### src/rtl/fma_pkg.sv
// Shared definitions for the FMA load scheduler.
// Holds the scheduler state encoding, the default operand width and
// lane count, and the default WAIT-state timeout.
package fma_pkg;

    localparam int DEF_WIDTH        = 16;
    localparam int DEF_FMA_COUNT    = 4;
    localparam int DEF_WAIT_TIMEOUT = 255;

    typedef enum logic [1:0] {
        ST_IDLE   = 2'd0,
        ST_LOAD   = 2'd1,
        ST_WAIT   = 2'd2,
        ST_SETTLE = 2'd3
    } state_t;

endpackage

### src/rtl/fma_load_scheduler.sv
// FMA load scheduler.
// Accepts a batch command, then streams FMA_COUNT packed {c,b,a} operand
// words into consecutive lanes of the memory buffer, pulsing per-lane
// valid strobes. It then waits for the buffer to report valid, spends one
// settle cycle while the buffer clears, and reports batch completion.
//
// Ports:
//   clk_in, rst_in            clock, synchronous active-high reset
//   cmd_valid_in/ready_out    batch command handshake
//   cmd_load_c_in             batch also loads the c operands
//   data_in/valid_in/ready_out operand word handshake, {c,b,a}, a in LSBs
//   abc_out                   lane operands, lane i at [3*WIDTH*i +: 3*WIDTH]
//   abc_valid_out             per-lane {c,b,a} strobes
//   buf_valid_in              buffer's abc_valid_out
//   busy_out                  not in IDLE
//   batch_done_out            one-cycle pulse per completed batch
//   batch_count_out           completed batch count (wraps)
//   error_out                 sticky protocol/timeout flag
module fma_load_scheduler
    import fma_pkg::*;
#(
    parameter int WIDTH        = DEF_WIDTH,
    parameter int FMA_COUNT    = DEF_FMA_COUNT,
    parameter int WAIT_TIMEOUT = DEF_WAIT_TIMEOUT
) (
    input  logic                           clk_in,
    input  logic                           rst_in,
    input  logic                           cmd_valid_in,
    input  logic                           cmd_load_c_in,
    output logic                           cmd_ready_out,
    input  logic [3*WIDTH-1:0]             data_in,
    input  logic                           data_valid_in,
    output logic                           data_ready_out,
    output logic [FMA_COUNT*3*WIDTH-1:0]   abc_out,
    output logic [FMA_COUNT*3-1:0]         abc_valid_out,
    input  logic                           buf_valid_in,
    output logic                           busy_out,
    output logic                           batch_done_out,
    output logic [15:0]                    batch_count_out,
    output logic                           error_out
);

    localparam int LANE_W = 3 * WIDTH;
    localparam int SLOT_W = (FMA_COUNT > 1) ? $clog2(FMA_COUNT) : 1;
    localparam int CNT_W  = $clog2(WAIT_TIMEOUT + 1);

    state_t             state;
    logic [SLOT_W-1:0]  slot;
    logic               load_c;
    logic [CNT_W-1:0]   wait_cnt;

    // Ready is withheld while reset is asserted so nothing handshakes
    // against a state that is about to be discarded.
    assign cmd_ready_out  = (state == ST_IDLE) && !rst_in;
    assign data_ready_out = (state == ST_LOAD) && !rst_in;
    assign busy_out       = (state != ST_IDLE);

    logic cmd_hs, data_hs;
    assign cmd_hs  = cmd_valid_in  && cmd_ready_out;
    assign data_hs = data_valid_in && data_ready_out;

    always_ff @(posedge clk_in) begin
        if (rst_in) begin
            state           <= ST_IDLE;
            slot            <= '0;
            load_c          <= 1'b0;
            wait_cnt        <= '0;
            abc_out         <= '0;
            abc_valid_out   <= '0;
            batch_done_out  <= 1'b0;
            batch_count_out <= '0;
            error_out       <= 1'b0;
        end else begin
            // Strobes and done are single-cycle pulses by default.
            abc_valid_out  <= '0;
            batch_done_out <= 1'b0;

            // The buffer should only report valid once a full batch is
            // loaded; anything else is a protocol error, but it does not
            // disturb the batch in progress.
            if (buf_valid_in && state != ST_WAIT)
                error_out <= 1'b1;

            case (state)
                ST_IDLE: begin
                    if (cmd_hs) begin
                        load_c <= cmd_load_c_in;
                        slot   <= '0;
                        state  <= ST_LOAD;
                    end
                end

                ST_LOAD: begin
                    if (data_hs) begin
                        for (int i = 0; i < FMA_COUNT; i++) begin
                            if (slot == SLOT_W'(i)) begin
                                abc_out[i*LANE_W +: LANE_W] <= data_in;
                                abc_valid_out[i*3 +: 3]     <= {load_c, 2'b11};
                            end
                        end
                        if (slot == SLOT_W'(FMA_COUNT - 1)) begin
                            wait_cnt <= '0;
                            state    <= ST_WAIT;
                        end else begin
                            slot <= slot + SLOT_W'(1);
                        end
                    end
                end

                ST_WAIT: begin
                    if (buf_valid_in) begin
                        batch_done_out  <= 1'b1;
                        batch_count_out <= batch_count_out + 16'd1;
                        state           <= ST_SETTLE;
                    end else if (wait_cnt == CNT_W'(WAIT_TIMEOUT - 1)) begin
                        error_out <= 1'b1;
                        state     <= ST_IDLE;
                    end else begin
                        wait_cnt <= wait_cnt + CNT_W'(1);
                    end
                end

                ST_SETTLE: begin
                    // Buffer clears internally during this cycle.
                    state <= ST_IDLE;
                end

                default: state <= ST_IDLE;
            endcase
        end
    end

endmodule

### config.mk
export PLATFORM = sky130hd
export DESIGN_NAME = fma_load_scheduler
export DESIGN_NICKNAME = d
export VERILOG_FILES = /design/src/rtl/fma_pkg.sv /design/src/rtl/fma_load_scheduler.sv
export SDC_FILE = /design/constraint.sdc
export NUM_CORES = 1
export LEC_CHECK = 0
export ABC_AREA = 1
export CAP_MARGIN = 15
export CORE_MARGIN = 2
export CORE_UTILIZATION = 47
export CTS_BUF_LIST = sky130_fd_sc_hd__clkbuf_8
export DETAILED_ROUTE_END_ITERATION = 8
export PLACE_DENSITY_LB_ADDON = 0.08
export SYNTH_ARGS = -nofsm -noshare
export SYNTH_HDL_FRONTEND = slang
export SYNTH_SLANG_ARGS = --single-unit
### constraint.sdc
create_clock -name clk_in -period 1.9 [get_ports clk_in]
set_input_delay 0.19 -clock clk_in [delete_from_list [all_inputs] [get_ports clk_in]]
set_output_delay 0.19 -clock clk_in [all_outputs]
set_load 0.005 [all_outputs]
==> flow_results.xml, run 1 <==
<?xml version="1.0" encoding="UTF-8"?>
<metrics>
  <group name="routing">
    <metric name="avgRoutedWirePerCell" unit="um">15.5</metric>
    <metric name="postRouteAntennaNets" unit="">0</metric>
    <metric name="vias_per_cell" unit="">5.00</metric>
    <metric name="routed-via-count" unit="">8130</metric>
    <metric name="drt-pass1-iter-count" unit="">5</metric>
    <metric name="postRouteWirelength" unit="mm">25.2</metric>
    <metric name="drcViolationCount" unit="">0</metric>
    <metric name="initialDrtViolationCount" unit="">428</metric>
  </group>
  <group name="worst_setup_path">
    <metric name="reg2regPathDepth" unit="">10</metric>
    <metric name="timing.critical_path.arrival" unit="ns">1.60</metric>
    <metric name="cp_max_fo" unit="">5</metric>
    <metric name="r2r-start" unit="">wait_cnt[0]</metric>
    <metric name="criticalPathCategory" unit="">flop to primary output</metric>
    <metric name="ff2ff_setup_slack" unit="ns">0.26</metric>
    <metric name="worstPathRequired" unit="ns">1.71</metric>
    <metric name="critPathCaptureType" unit="">primary output</metric>
    <metric name="regToRegEndpoint" unit="">wait_cnt[0]</metric>
    <metric name="worst_setup_path_start_kind" unit="">flop</metric>
  </group>
  <group name="place">
    <metric name="io_buffer_count" unit="">278</metric>
    <metric name="dp_slack" unit="ns">0.107</metric>
    <metric name="globalplace.congestion" unit="">0.882</metric>
    <metric name="detailed_place_hpwl" unit="mm">17.0</metric>
  </group>
  <group name="logic_synthesis">
    <metric name="ys_warn_count" unit="">0</metric>
    <metric name="post_synth_fa_ha_maj_area_fraction" unit="">0.0104</metric>
    <metric name="synthXorXnorAreaFrac" unit="">0.00208</metric>
    <metric name="synth_top_area_cell" unit="">dfxtp_1</metric>
    <metric name="yosysUniqueCellTypes" unit="">25</metric>
    <metric name="muxShareOfSynthArea" unit="">0</metric>
    <metric name="netlist_top_cells_area" unit="">dfxtp_1 55%, nand2_1 20%, a21oi_1 13%</metric>
    <metric name="synth-compound-area-share" unit="">0.138</metric>
    <metric name="synth_area" unit="um2">8430</metric>
    <metric name="synth_area_per_cell" unit="um2">7.62</metric>
    <metric name="synth_top_area_share" unit="">0.549</metric>
    <metric name="netlist_instances" unit="">1106</metric>
    <metric name="synth-seq-cells" unit="">231</metric>
    <metric name="synth-simple-area-share" unit="">0.242</metric>
    <metric name="syn_nets" unit="">1167</metric>
    <metric name="synth_sequential_area_ratio" unit="">0.549</metric>
    <metric name="combinational_family_with_the_most_area_after_synthesis" unit="">simple AND/OR/NAND/NOR gates</metric>
  </group>
  <group name="cts">
    <metric name="cts_buffer_depth" unit="">3</metric>
    <metric name="cts.reportedPaths.clkPinSlew" unit="ns">0.06</metric>
    <metric name="cts_tree" unit="">done</metric>
    <metric name="post_cts.repair.setup_buffers" unit="">0</metric>
    <metric name="worst_skew_pair.late_latency" unit="ns">0.52</metric>
    <metric name="cts_sinks" unit="">231</metric>
    <metric name="cts.root.buffer_cell" unit="">clkbuf_8</metric>
    <metric name="htreeDepth" unit="">2</metric>
    <metric name="tritoncts.num_buffers" unit="">37</metric>
  </group>
  <group name="global_routing">
    <metric name="grt_max_degree" unit="">117</metric>
    <metric name="grt_pass1_vias" unit="">7436</metric>
    <metric name="antenna_violations_before_repair" unit="">0</metric>
    <metric name="globalRouteTotalUtil" unit="">0.258</metric>
    <metric name="grt_first_pass_wirelength" unit="mm">38.5</metric>
    <metric name="globalRouteOverflowTotal" unit="">0</metric>
  </group>
  <group name="die">
    <metric name="io-pin-count" unit="">279</metric>
    <metric name="die_height" unit="um">138</metric>
    <metric name="floorplan.die_area" unit="um2">19000</metric>
    <metric name="initial_core_util" unit="">0.484</metric>
    <metric name="die_w" unit="um">138</metric>
    <metric name="std_cell_rows" unit="">48</metric>
    <metric name="core" unit="um2">17400</metric>
  </group>
  <group name="timing">
    <metric name="setup-violations-final" unit="">0</metric>
    <metric name="timing.slew.headroom" unit="">0.495</metric>
    <metric name="grt_setup_unrepaired" unit="">no</metric>
    <metric name="final_period_minus_worst_setup_slack" unit="ns">1.79</metric>
    <metric name="worst_clock_skew" unit="ns">0.0198</metric>
    <metric name="fmax" unit="GHz">0.560</metric>
    <metric name="period_share" unit="">0.940</metric>
    <metric name="setup_tns" unit="ns">0</metric>
    <metric name="post-route-worst-setup-slack" unit="ns">0.113</metric>
    <metric name="final-max-slew-violation-count" unit="">0</metric>
    <metric name="timing_hold_violations_final" unit="">0</metric>
    <metric name="timing_worst_slew_pin_value" unit="ns">0.758</metric>
  </group>
  <group name="finish">
    <metric name="insertedDiodeCount" unit="">0</metric>
    <metric name="num-nets-final" unit="">1442</metric>
    <metric name="area_growth_syn_to_layout" unit="%">44.2</metric>
    <metric name="final_layout_size_suffix_gt1_frac" unit="">0.0636</metric>
  </group>
  <group name="outcome">
    <metric name="run_status" unit="">finished clean</metric>
  </group>
  <group name="power">
    <metric name="powerDensity" unit="nW/um2">775</metric>
    <metric name="power.share.clock" unit="">0.413</metric>
    <metric name="power.switching" unit="mW">2.18</metric>
    <metric name="part_of_the_power_in_registers" unit="">0.524</metric>
    <metric name="power_frac_comb" unit="">0.063</metric>
    <metric name="swShare" unit="">0.232</metric>
    <metric name="power.internal" unit="mW">7.23</metric>
    <metric name="irDropWorstVdd" unit="mV">0.530</metric>
    <metric name="static_power_due_to_leakage" unit="nW">4.28</metric>
  </group>
  <group name="min_path">
    <metric name="timing.hold.worst.class" unit="">primary input to flop</metric>
    <metric name="holdCritStartpoint" unit="">data_in[40]</metric>
    <metric name="worstHoldEndpoint" unit="">abc_out[40]</metric>
    <metric name="worstHoldPathCells" unit="">3</metric>
  </group>
  <group name="flow_run">
    <metric name="max_cap_violations" unit="">0</metric>
  </group>
</metrics>
## state kept, by name, summed over array words and instances (netlist names)
name / flops
abc_out: 192
wait_cnt: 8
batch_done_out: 1
error_out: 1
slot: 2
load_c: 1
batch_count_out: 16
state: 2
abc_valid_out: 8
## cell usage after synthesis, drive strengths merged
master / count
nor3: 2
nand4: 4
a21oi: 213
o21a: 2
inv: 45
clkinv: 1
dfxtp: 231
xor2: 2
a31oi: 3
nor3b: 2
clkbuf: 32
nand3: 24
nand2: 441
nand3b: 1
ha: 7
nor2: 47
o21ai: 13
buf: 36
## stage by stage
| step | hold WS, ns | util | std cells | power, mW | cell area, um2 |
|---|---|---|---|---|---|
| 3_3_place_gp | 0.448 | 0.658 | 1566 | 5.63 | 11500 |
| 2_1_floorplan | 0.333 | - | 1106 | 5.28 | 8430 |
| 5_1_grt | 0.327 | 0.697 | 1625 | 9.79 | 12100 |
| 6_report | 0.310 | 0.697 | 1625 | 9.41 | 12100 |
| 3_5_place_dp | 0.455 | 0.658 | 1566 | 5.63 | 11500 |
| 4_1_cts | 0.282 | 0.697 | 1625 | 9.51 | 12100 |
## power by group through the flow
| stage | Sequential, mW | Combinational (mW) | Clock [mW] |
|---|---|---|---|
| CTS | 4.94 | 0.594 | 3.98 |
| finish | 4.94 | 0.593 | 3.88 |
| floorplan | 5.04 | 0.245 | 0 |
| global route | 4.94 | 0.651 | 4.20 |
| detailed placement | 5.04 | 0.590 | 0 |
| global placement | 5.04 | 0.588 | 0 |
## layout by cell type, fill, tap and decap left out
cell type        synthesis  final
a21oi_1                213    213
a31oi_1                  3      3
buf_12                   0      8
buf_4                   10     17
buf_6                    0      1
clkbuf_8                 0     44
clkdlybuf4s50_1          0    276
clkinv_1                 1      1
dfxtp_1                231    229
dfxtp_2                  0      2
dlygate4sd2_1            0      1
dlygate4sd3_1            0      1
ha_1                     7      7
inv_1                   41     53
inv_2                    4      5
inv_6                    0      1
nand2_1                439    435
nand2_2                  2      5
nand2_4                  0      1
nand3_1                 23     23
nand3_2                  1      1
nand3b_1                 1      1
nand4_1                  4      4
nor2_1                  44     44
nor2_2                   3      3
nor3_1                   1      1
nor3_4                   1      1
nor3b_1                  2      2
o21a_1                   2      2
o21ai_0                 13     13
xor2_1                   2      2
## layer usage
| metal | GRT usage | up-vias | share of wire |
|---|---|---|---|
| li1 | - | 4067 | - |
| met1 | 0.321 | 3749 | 0.41 |
| met2 | 0.417 | 269 | 0.47 |
| met3 | 0.0877 | 45 | 0.092 |
| met4 | 0.0913 | 0 | 0.027 |
| met5 | 0 | - | 0 |
## kinds of logic (layout without fill, tap and decap cells)
kind of cell,count (synthesis),count (layout)
compound gates,231,231
buf+inv,114,408
simple gates,521,521
fa+ha+maj,7,7
xor+xnor,2,2
flops,231,231
## worst max-delay path, stage by stage (launching register included)
cell	delay, ns
dfxtp_2	0.35
inv_2	0.08
nand2_4	0.08
nor2_1	0.09
clkdlybuf4s50_1	0.49
## final cells by class
| class | instances | area [um2] |
|---|---|---|
| Sequential cell | 231 | 4630 |
| Tap cell | 225 | 282 |
| Clock buffer | 44 | 606 |
| Inverter | 46 | 173 |
| Multi-Input combinational cell | 761 | 3320 |
| Timing Repair Buffer | 304 | 3080 |
| Fill cell | 1507 | 5270 |
| Clock inverter | 14 | 57.6 |
## what timing repair did
| action | 4_1_cts | 5_1_grt |
|---|---|---|
| endpoints found under the hold margin | 16 | 0 |
| resized for setup | 3 | 2 |
| endpoints found under the setup margin | 2 | 2 |
| pin swaps | 0 | 0 |
| hold buffers | 1 | 0 |
## worst max path at each step
| stage | start | end |
|---|---|---|
| after floorplan | slot[0] | wait_cnt[1] |
| after global placement | data_valid_in | abc_out[157] |
| after detailed placement | data_valid_in | abc_out[8] |
| after CTS | state[1] | busy_out |
| after global routing | state[1] | data_ready_out |
| final | state[1] | data_ready_out |
No activity file was read; power rests on OpenSTA's default activity.
==> run 2: changes to the inputs <==
--- a/config.mk
+++ b/config.mk
@@ -7,9 +7,10 @@
 export LEC_CHECK = 0
 export ABC_AREA = 1
 export CAP_MARGIN = 15
-export CORE_MARGIN = 2
+export CORE_MARGIN = 5
 export CORE_UTILIZATION = 47
 export CTS_BUF_LIST = sky130_fd_sc_hd__clkbuf_8
+export CTS_CLUSTER_DIAMETER = 200
 export DETAILED_ROUTE_END_ITERATION = 8
 export PLACE_DENSITY_LB_ADDON = 0.08
 export SYNTH_ARGS = -nofsm -noshare
==> flow_results.xml, run 2 (synthesis gave the netlist of run 1 again) <==
<?xml version="1.0" encoding="UTF-8"?>
<metrics>
  <group name="routing">
    <metric name="routed-via-count" unit="">8090</metric>
    <metric name="drt-pass1-iter-count" unit="">4</metric>
    <metric name="vias_per_cell" unit="">4.95</metric>
    <metric name="initialDrtViolationCount" unit="">470</metric>
    <metric name="postRouteAntennaNets" unit="">0</metric>
    <metric name="postRouteWirelength" unit="mm">25.8</metric>
    <metric name="avgRoutedWirePerCell" unit="um">15.8</metric>
    <metric name="drcViolationCount" unit="">0</metric>
  </group>
  <group name="worst_setup_path">
    <metric name="critical_path.slowest_cell" unit="">clkdlybuf4s50_1</metric>
    <metric name="crit_path_cell_trace" unit="">nor2_1 -&gt; inv_1 -&gt; clkdlybuf4s50_1</metric>
    <metric name="cp_max_fo" unit="">5</metric>
    <metric name="criticalPathCategory" unit="">flop to primary output</metric>
    <metric name="critical-path-max-stage-delay" unit="ns">0.53</metric>
    <metric name="critPathCaptureType" unit="">primary output</metric>
    <metric name="family_with_the_most_delay_on_the_worst_path" unit="">buffers and inverters</metric>
    <metric name="worst_setup_path_start_kind" unit="">flop</metric>
    <metric name="worstPathRequired" unit="ns">1.71</metric>
    <metric name="timing.critical_path.arrival" unit="ns">1.59</metric>
    <metric name="cp.buffers_inverters" unit="">2</metric>
  </group>
  <group name="finish">
    <metric name="final_common_cell" unit="">nand2_1</metric>
    <metric name="final_cell_mix" unit="">435 x nand2_1, 275 x clkdlybuf4s50_1, 229 x dfxtp_1</metric>
    <metric name="final_layout_size_suffix_gt1_frac" unit="">0.0662</metric>
    <metric name="biggestRegsByFlops" unit="">abc_out: 192 flops, batch_count_out: 16 flops</metric>
    <metric name="num-nets-final" unit="">1446</metric>
    <metric name="insertedDiodeCount" unit="">0</metric>
    <metric name="max_flop_register" unit="">abc_out</metric>
    <metric name="finalCoreUtilization" unit="">0.686</metric>
    <metric name="area_growth_syn_to_layout" unit="%">44.8</metric>
    <metric name="largest_reg_flops" unit="">192</metric>
  </group>
  <group name="power">
    <metric name="power.switching" unit="mW">2.25</metric>
    <metric name="power_frac_comb" unit="">0.062</metric>
    <metric name="irDropWorstVdd" unit="mV">0.650</metric>
    <metric name="power.share.clock" unit="">0.417</metric>
    <metric name="power.internal" unit="mW">7.24</metric>
    <metric name="static_power_due_to_leakage" unit="nW">4.31</metric>
    <metric name="swShare" unit="">0.237</metric>
    <metric name="powerDensity" unit="nW/um2">778</metric>
    <metric name="part_of_the_power_in_registers" unit="">0.520</metric>
  </group>
  <group name="die">
    <metric name="initial_core_util" unit="">0.474</metric>
    <metric name="io-pin-count" unit="">279</metric>
    <metric name="floorplan.die_area" unit="um2">20700</metric>
    <metric name="die_height" unit="um">144</metric>
    <metric name="die_w" unit="um">144</metric>
    <metric name="std_cell_rows" unit="">49</metric>
    <metric name="core" unit="um2">17800</metric>
  </group>
  <group name="timing">
    <metric name="timing_hold_violations_final" unit="">0</metric>
    <metric name="setup-violations-final" unit="">0</metric>
    <metric name="worst_clock_skew" unit="ns">0.00902</metric>
    <metric name="setup_tns" unit="ns">0</metric>
    <metric name="post-route-worst-setup-slack" unit="ns">0.118</metric>
    <metric name="timing.slew.headroom" unit="">0.660</metric>
    <metric name="fmax" unit="GHz">0.561</metric>
    <metric name="grt_setup_unrepaired" unit="">no</metric>
    <metric name="timing_worst_slew_pin_value" unit="ns">0.511</metric>
    <metric name="final_period_minus_worst_setup_slack" unit="ns">1.78</metric>
    <metric name="period_share" unit="">0.938</metric>
    <metric name="final-max-slew-violation-count" unit="">0</metric>
  </group>
  <group name="global_routing">
    <metric name="use_met3" unit="">0.101</metric>
    <metric name="gr-max-usage-layer" unit="">met2</metric>
    <metric name="antenna_violations_before_repair" unit="">0</metric>
    <metric name="grt_max_degree" unit="">109</metric>
    <metric name="globalRouteOverflowTotal" unit="">0</metric>
    <metric name="grt_first_pass_wirelength" unit="mm">40.6</metric>
    <metric name="globalRouteTotalUtil" unit="">0.244</metric>
    <metric name="grtUsageMet2" unit="">0.393</metric>
    <metric name="grt_pass1_vias" unit="">7756</metric>
    <metric name="grt_util_met1" unit="">0.299</metric>
  </group>
  <group name="place">
    <metric name="dp_slack" unit="ns">0.105</metric>
    <metric name="io_buffer_count" unit="">278</metric>
    <metric name="globalplace.congestion" unit="">0.812</metric>
    <metric name="detailed_place_hpwl" unit="mm">17.4</metric>
  </group>
  <group name="cts">
    <metric name="post_cts.repair.setup_buffers" unit="">0</metric>
    <metric name="worst_skew_pair.late_latency" unit="ns">0.53</metric>
    <metric name="tritoncts.num_buffers" unit="">39</metric>
    <metric name="cts_tree" unit="">done</metric>
    <metric name="cts.root.buffer_cell" unit="">clkbuf_8</metric>
    <metric name="cts_sinks" unit="">231</metric>
    <metric name="cts.reportedPaths.clkPinSlew" unit="ns">0.05</metric>
    <metric name="cts_buffer_depth" unit="">3</metric>
    <metric name="htreeDepth" unit="">2</metric>
  </group>
  <group name="outcome">
    <metric name="run_status" unit="">finished clean</metric>
  </group>
  <group name="min_path">
    <metric name="timing.hold.worst.class" unit="">primary input to flop</metric>
  </group>
  <group name="flow_run">
    <metric name="max_cap_violations" unit="">0</metric>
  </group>
</metrics>
==> run 2: layout make-up <==
class                   count  area (um2)
repair buffers            306        3110
flip-flops and latches    231        4630
clock buffers              44         606
well taps                 229         287
inverters                  46         173
clock inverters            16        71.3
fillers                  1522        5580
multi-input cells         761        3320
==> run 2: final timing paths <==
path	cells after the start	slack, ns	end	start
setup reg to reg	10	0.29	wait_cnt[1]	wait_cnt[0]
hold reg to reg	2	0.46	abc_out[137]	abc_out[137]
setup / recovery	3	0.12	busy_out	state[1]
hold / removal	3	0.31	load_c	cmd_valid_in
==> run 2: per-layer routing <==
layer / part of all wire / vias to the layer above
met5: 0 / -
met4: 0.024 / 0
met3: 0.11 / 48
met2: 0.45 / 276
met1: 0.41 / 3683
li1: - / 4083
==> run 2: through the flow <==
step,cell area (um2),std cells,hold WS (ns),power (mW)
after floorplan,8430,1106,0.333,5.28
after global routing,12200,1633,0.289,9.91
final,12200,1633,0.310,9.49
after detailed placement,11500,1572,0.454,5.63
after CTS,12200,1633,0.264,9.62
after global placement,11500,1572,0.449,5.63
==> run 2: tightest hold or removal path: stages <==
cell             delay, ns
clkdlybuf4s50_1       0.42
nand2_1               0.11
a21oi_1               0.07
==> run 2: repair_timing <==
action,4_1_cts,5_1_grt
hold buffers,1,0
hold endpoints to repair,4,0
resized for setup,4,2
endpoints found under the setup margin,2,1
pin swaps,0,0
==> run 2: power by group through the flow <==
stage | sequential, mW | combinational (mW) | clock, mW
2_1_floorplan | 5.04 | 0.245 | 0
3_5_place_dp | 5.04 | 0.588 | 0
4_1_cts | 4.94 | 0.594 | 4.08
3_3_place_gp | 5.04 | 0.589 | 0
6_report | 4.94 | 0.591 | 3.96
5_1_grt | 4.94 | 0.649 | 4.32
